File: src/rtl/pipe_mux_n_if.sv
// Handshake/data bundle for pipe_mux_n.
//   master : request side (drives inputs, select, requests, consumer ready)
//   slave  : the multiplexer itself
// Signals:
//   in_bus      flattened inputs, input k = in_bus[k*WIDTH +: WIDTH]
//   sel         direct-mode select
//   in_valid    direct-mode request,  in_ready  request accepted
//   start_sweep sweep start pulse,    busy      sweep in progress
//   sweep_done  pulse with the final sweep beat
//   out_data / out_idx / sel_err      registered beat contents
//   out_valid / out_ready             output handshake
interface pipe_mux_n_if #(
  parameter int unsigned WIDTH  = 5,
  parameter int unsigned NUM_IN = 8,
  parameter int unsigned SEL_W  = 3
);
  logic [NUM_IN*WIDTH-1:0] in_bus;
  logic [SEL_W-1:0]        sel;
  logic                    in_valid;
  logic                    in_ready;
  logic                    start_sweep;
  logic                    busy;
  logic                    sweep_done;
  logic [WIDTH-1:0]        out_data;
  logic [SEL_W-1:0]        out_idx;
  logic                    sel_err;
  logic                    out_valid;
  logic                    out_ready;

  modport master (
    output in_bus, sel, in_valid, start_sweep, out_ready,
    input  in_ready, busy, sweep_done, out_data, out_idx, sel_err, out_valid
  );

  modport slave (
    input  in_bus, sel, in_valid, start_sweep, out_ready,
    output in_ready, busy, sweep_done, out_data, out_idx, sel_err, out_valid
  );
endinterface

File: src/rtl/pipe_mux_n.sv
// N-to-1 datapath multiplexer with a registered valid/ready output stage.
// Direct mode loads input[sel] per accepted request; sweep mode emits inputs
// 0..NUM_IN-1 in order from a single start_sweep pulse.
// Ports:
//   clk    rising-edge clock
//   reset  synchronous, active-high reset
//   bus    pipe_mux_n_if slave modport (data, select, handshakes, status)
module pipe_mux_n #(
  parameter int unsigned WIDTH  = 5,
  parameter int unsigned NUM_IN = 8,
  parameter int unsigned SEL_W  = 3
) (
  input logic          clk,
  input logic          reset,
  pipe_mux_n_if.slave  bus
);

  typedef enum logic [0:0] {StIdle, StSweep} state_e;

  state_e           state_q, state_d;
  logic [SEL_W-1:0] cnt_q, cnt_d;
  logic [WIDTH-1:0] out_data_q, out_data_d;
  logic [SEL_W-1:0] out_idx_q, out_idx_d;
  logic             sel_err_q, sel_err_d;
  logic             out_valid_q, out_valid_d;
  logic             sweep_done_q, sweep_done_d;
  logic             busy_q, busy_d;

  logic             free;
  logic             in_ready;
  logic             accept;
  logic             sweep_load;
  logic             sweep_last;
  logic             sel_bad;
  logic [SEL_W-1:0] mux_idx;
  logic [WIDTH-1:0] mux_data;

  // Output register can take a new beat when empty or being drained this cycle.
  assign free       = !out_valid_q || bus.out_ready;
  assign in_ready   = (state_q == StIdle) && free && !bus.start_sweep;
  assign accept     = bus.in_valid && in_ready;
  assign sweep_load = (state_q == StSweep) && free;
  assign sweep_last = sweep_load && (32'(cnt_q) == NUM_IN - 1);
  assign sel_bad    = 32'(bus.sel) >= NUM_IN;
  assign mux_idx    = (state_q == StSweep) ? cnt_q : bus.sel;

  // Out-of-range indices match no input and yield zero.
  always_comb begin
    mux_data = '0;
    for (int unsigned k = 0; k < NUM_IN; k++) begin
      if (mux_idx == SEL_W'(k)) mux_data = bus.in_bus[k*WIDTH +: WIDTH];
    end
  end

  always_comb begin
    state_d      = state_q;
    cnt_d        = cnt_q;
    out_data_d   = out_data_q;
    out_idx_d    = out_idx_q;
    sel_err_d    = sel_err_q;
    out_valid_d  = out_valid_q;
    sweep_done_d = sweep_last;

    if (accept) begin
      out_data_d  = mux_data;
      out_idx_d   = bus.sel;
      sel_err_d   = sel_bad;
      out_valid_d = 1'b1;
    end else if (sweep_load) begin
      out_data_d  = mux_data;
      out_idx_d   = cnt_q;
      sel_err_d   = 1'b0;
      out_valid_d = 1'b1;
      if (sweep_last) begin
        cnt_d   = '0;
        state_d = StIdle;
      end else begin
        cnt_d = cnt_q + SEL_W'(1);
      end
    end else if (out_valid_q && bus.out_ready) begin
      out_valid_d = 1'b0;
    end

    // start_sweep only matters in idle; in_ready is already low so no request is taken.
    if (state_q == StIdle && bus.start_sweep) begin
      state_d = StSweep;
      cnt_d   = '0;
    end

    busy_d = (state_d == StSweep);
  end

  always_ff @(posedge clk) begin
    if (reset) begin
      state_q      <= StIdle;
      cnt_q        <= '0;
      out_data_q   <= '0;
      out_idx_q    <= '0;
      sel_err_q    <= 1'b0;
      out_valid_q  <= 1'b0;
      sweep_done_q <= 1'b0;
      busy_q       <= 1'b0;
    end else begin
      state_q      <= state_d;
      cnt_q        <= cnt_d;
      out_data_q   <= out_data_d;
      out_idx_q    <= out_idx_d;
      sel_err_q    <= sel_err_d;
      out_valid_q  <= out_valid_d;
      sweep_done_q <= sweep_done_d;
      busy_q       <= busy_d;
    end
  end

  assign bus.in_ready   = in_ready;
  assign bus.busy       = busy_q;
  assign bus.sweep_done = sweep_done_q;
  assign bus.out_data   = out_data_q;
  assign bus.out_idx    = out_idx_q;
  assign bus.sel_err    = sel_err_q;
  assign bus.out_valid  = out_valid_q;

endmodule

File: src/flat_wrapper.sv
// flat-port wrapper written by rule: the top's interface ports become plain ports
module pipe_mux_n_flat 
#(
  parameter int unsigned WIDTH  = 5,
  parameter int unsigned NUM_IN = 8,
  parameter int unsigned SEL_W  = 3
)
  (clk, reset, bus_in_bus, bus_sel, bus_in_valid, bus_start_sweep, bus_out_ready, bus_in_ready, bus_busy, bus_sweep_done, bus_out_data, bus_out_idx, bus_sel_err, bus_out_valid);
  pipe_mux_n_if #(.WIDTH(WIDTH), .NUM_IN(NUM_IN), .SEL_W(SEL_W)) bus_i ();
  input logic clk;
  input logic reset;
  input wire logic [$bits(bus_i.in_bus)-1:0] bus_in_bus;
  input wire logic [$bits(bus_i.sel)-1:0] bus_sel;
  input wire logic [$bits(bus_i.in_valid)-1:0] bus_in_valid;
  input wire logic [$bits(bus_i.start_sweep)-1:0] bus_start_sweep;
  input wire logic [$bits(bus_i.out_ready)-1:0] bus_out_ready;
  output wire logic [$bits(bus_i.in_ready)-1:0] bus_in_ready;
  output wire logic [$bits(bus_i.busy)-1:0] bus_busy;
  output wire logic [$bits(bus_i.sweep_done)-1:0] bus_sweep_done;
  output wire logic [$bits(bus_i.out_data)-1:0] bus_out_data;
  output wire logic [$bits(bus_i.out_idx)-1:0] bus_out_idx;
  output wire logic [$bits(bus_i.sel_err)-1:0] bus_sel_err;
  output wire logic [$bits(bus_i.out_valid)-1:0] bus_out_valid;
  assign bus_i.in_bus = bus_in_bus;
  assign bus_i.sel = bus_sel;
  assign bus_i.in_valid = bus_in_valid;
  assign bus_i.start_sweep = bus_start_sweep;
  assign bus_i.out_ready = bus_out_ready;
  assign bus_in_ready = bus_i.in_ready;
  assign bus_busy = bus_i.busy;
  assign bus_sweep_done = bus_i.sweep_done;
  assign bus_out_data = bus_i.out_data;
  assign bus_out_idx = bus_i.out_idx;
  assign bus_sel_err = bus_i.sel_err;
  assign bus_out_valid = bus_i.out_valid;
  pipe_mux_n #(.WIDTH(WIDTH), .NUM_IN(NUM_IN), .SEL_W(SEL_W)) u_core (.clk(clk), .reset(reset), .bus(bus_i));
endmodule
File: config.mk
export PLATFORM = sky130hd
export DESIGN_NAME = pipe_mux_n_flat
export DESIGN_NICKNAME = d
export VERILOG_FILES = /design/src/rtl/pipe_mux_n_if.sv /design/src/rtl/pipe_mux_n.sv /design/src/flat_wrapper.sv
export SDC_FILE = /design/constraint.sdc
export NUM_CORES = 1
export LEC_CHECK = 0
export BUFFER_PORTS_ARGS = -buffer_cell sky130_fd_sc_hd__buf_4
export CORE_ASPECT_RATIO = 2
export CORE_MARGIN = 10
export CORE_UTILIZATION = 40
export DETAILED_ROUTE_END_ITERATION = 7
export GPL_TIMING_DRIVEN = 0
export PLACE_DENSITY = 0.77
export SKIP_LAST_GASP = 1
export SLEW_MARGIN = 0
export SYNTH_ARGS = -nofsm -noshare
export SYNTH_HDL_FRONTEND = slang
export SYNTH_SLANG_ARGS = --single-unit
File: constraint.sdc
create_clock -name clk -period 2.7 [get_ports clk]
set_clock_uncertainty 0.05 [all_clocks]
set_input_delay 0.135 -clock clk [delete_from_list [all_inputs] [get_ports clk]]
set_output_delay 0.135 -clock clk [all_outputs]
set_load 0.01 [all_outputs]
==> metrics.csv <==
metric,value,unit
initial antenna violation count,0,
total CTS buffers,3,
Area contributors post-synth,"dfxtp_1 22%, nand2_1 6.1%, nor2_1 5.8%, a21oi_1 5.4%, o21ai_0 5.0%",
CP endpoint kind,flip-flop,
Syn Inst Count,175,
synthesized area per cell,7.414,µm²
Remaining DRCs,0,
Detail Route Antenna Nets,0,
Root Buffer,clkbuf_8,
mux share of post-synthesis cell area,0.05111,
GPL Wtd Cong,0.8959,
DP Area,1772,µm²
Final min period,1950,ps
CP arrival,2020,ps
final wirelength,4746,µm
"Top FF cell, synth",dfxtp_1,
Max Cap Viol,0,
Compound-Gate Fraction of Synth Area,0.3819,
"commonest cells after routing, fill and taps aside","59 x buf_4, 21 x nand2_1, 20 x nor2_1",
grt ovf,0,
Hold WC Path Type,input pin to flip-flop,
starting density of the core,0.4110,
main combinational cell family by area after synthesis,compound AO/OA/AOI/OAI gates,
Die Span X,60.27,µm
Simple-Gate Fraction of Synth Area,0.2671,
Post-synth EDFFs,0,
register area share after synthesis,0.2160,
Max Freq,0.5127,GHz
port bufs,58,
clock latency on the worst-skew pair,260,ps
RSZ-0062 raised after global routing,false,
CP startpoint kind,flip-flop,
YS warnings,0,
post-CTS resize count,0,
Setup TNS Final,0,ps
clk sink count,14,
"most common cell after layout, fill and taps aside",buf_4,
via/cell ratio,6.034,
"Hold-fix buffers, CTS",0,
"FF+latch count, synth",14,
post-synthesis net count,225,
Rel. slew slack,0.5940,
Synth Area in XOR/XNOR,0,
post-CTS setup buffers,0,
power density over the cells,362.7,nW/µm²
maximum buffer depth of the clock tree,2,
worst vdd rail ir drop,0.2862,mV
period utilisation layout,0.7223,
critical path type,flip-flop to flip-flop,
die height,100.5,µm
Filler cells,307,
Leak,0.7945,nW
number of placed cells counting well taps,264,
Max Slew Vio Count,0,
"Cell Area, Synth",1297,µm²
share of layout cells above drive strength 1,0.3305,
fraction of synthesis flops using an asynchronous set or reset pin,0,
status,completed,
total global routing track utilization,0.1566,
crit-path max FO,10,
Setup Viol. Count Final,0,
CP required,2770,ps
Top Ports,61,
Area Overhead vs Synth,39.73,%
DRT Pass-1 Iters,4,
die area,6060,µm²
Synth top area share,0.2160,
Slew @ Worst Pin,609.0,ps
core region area,3157,µm²
Post-Layout Inst Area,1813,µm²
adder-cell area share of the yosys netlist,0.01929,
clock slew at reported path FFs,60,ps
Antenna Cells,0,
Final WS setup,749.7,ps
Core Rows,29,
CTS tree,yes,
fin cells,267,
Place WS,782.8,ps
final net count,288,
Detailed Place HPWL,3874,µm
final hold vios,0,
via count,1611,
Iter 0 DRT Violations,49,
post-synth top area cell,dfxtp_1,
first-pass GRT wire length,7527,µm
wire per inst,17.78,µm
post-synthesis cell type count,44,
Worst Hold Margin,95.77,ps
H-tree Lvls,1,
number of global-route vias before repair,1624,
largest net degree at the start of global routing,11,
where the power goes:
group / total [W] / switching, W / internal, W
registers: 0.000229 / 0.00000847 / 0.000221
logic: 0.000247 / 0.000123 / 0.000124
clock network: 0.000181 / 0.0000820 / 0.0000993
metal layers:
layer / vias up / global-route usage / share of wire
met5: - / 0 / 0
met4: 0 / 0.09549 / 0.042
met3: 18 / 0.05051 / 0.090
met2: 83 / 0.2803 / 0.54
met1: 735 / 0.1423 / 0.33
li1: 775 / - / -
path summary, 6_finish.rpt:
| kind | from | endpoint | cells after the start | slack (ps) |
|---|---|---|---|---|
| setup / recovery | u_core.state_q | u_core.bus.out_data[2] | 7 | 750 |
| hold / removal | reset | u_core.bus.out_data[1] | 3 | 100 |
| setup reg to reg | u_core.state_q | u_core.bus.out_data[2] | 7 | 750 |
| hold reg to reg | u_core.bus.out_idx[2] | u_core.bus.out_idx[2] | 2 | 410 |
registers in the layout, summed over array words and instances, names as in the netlist:
name                   cells
u_core.bus.out_data        5
u_core.bus.out_idx         3
u_core.cnt_q               3
u_core.bus.out_valid       1
u_core.bus.sweep_done      1
u_core.state_q             1
per-stage QoR:
stage                       util  total power, W
after floorplan                -       0.0003685
after global placement    0.5612       0.0004777
after detailed placement  0.5612       0.0004796
after CTS                 0.5743       0.0006538
after global routing      0.5743       0.0006927
final                     0.5743       0.0006576
area by class of cell:
type / instances / area [µm²] / area share
Sequential cell: 14 / 280.3 / 0.1546
Buffer: 11 / 73.82 / 0.04072
Timing Repair Buffer: 58 / 435.4 / 0.2402
Inverter: 1 / 6.256 / 0.003451
Multi-Input combinational cell: 149 / 937.1 / 0.5169
Tap cell: 31 / 38.79 / 0.02139
Clock buffer: 3 / 41.29 / 0.02277
synthesized netlist by cell type (2+ instances only):
cell,number
a2111oi_1,3
a211o_1,3
a211oi_1,7
a21oi_1,14
a22o_1,5
a22oi_1,3
buf_2,5
buf_6,3
clkbuf_1,2
dfxtp_1,14
ha_1,2
mux2i_1,3
nand2_1,21
nand2b_1,7
nand3b_1,4
nor2_1,20
nor2b_1,3
nor3_1,8
nor4_1,2
o211ai_1,4
o21ai_0,13
o21bai_1,4
o2bb2ai_1,4
worst max-delay path, cell delays in order (launching register included):
cell and delay [ps]:
dfxtp_1 340, buf_6 140, buf_6 150, inv_4 70, a21oi_1 490, o21ai_1 180
nor4_1 310, nor4_1 80
logic make-up after synthesis:
logic type	after synthesis
other cells	1
simple gates	71
mux	6
flops	14
buf+inv	12
fa+ha+maj	2
compound gates	69
Note: power is estimated with default switching activity, not from simulation.
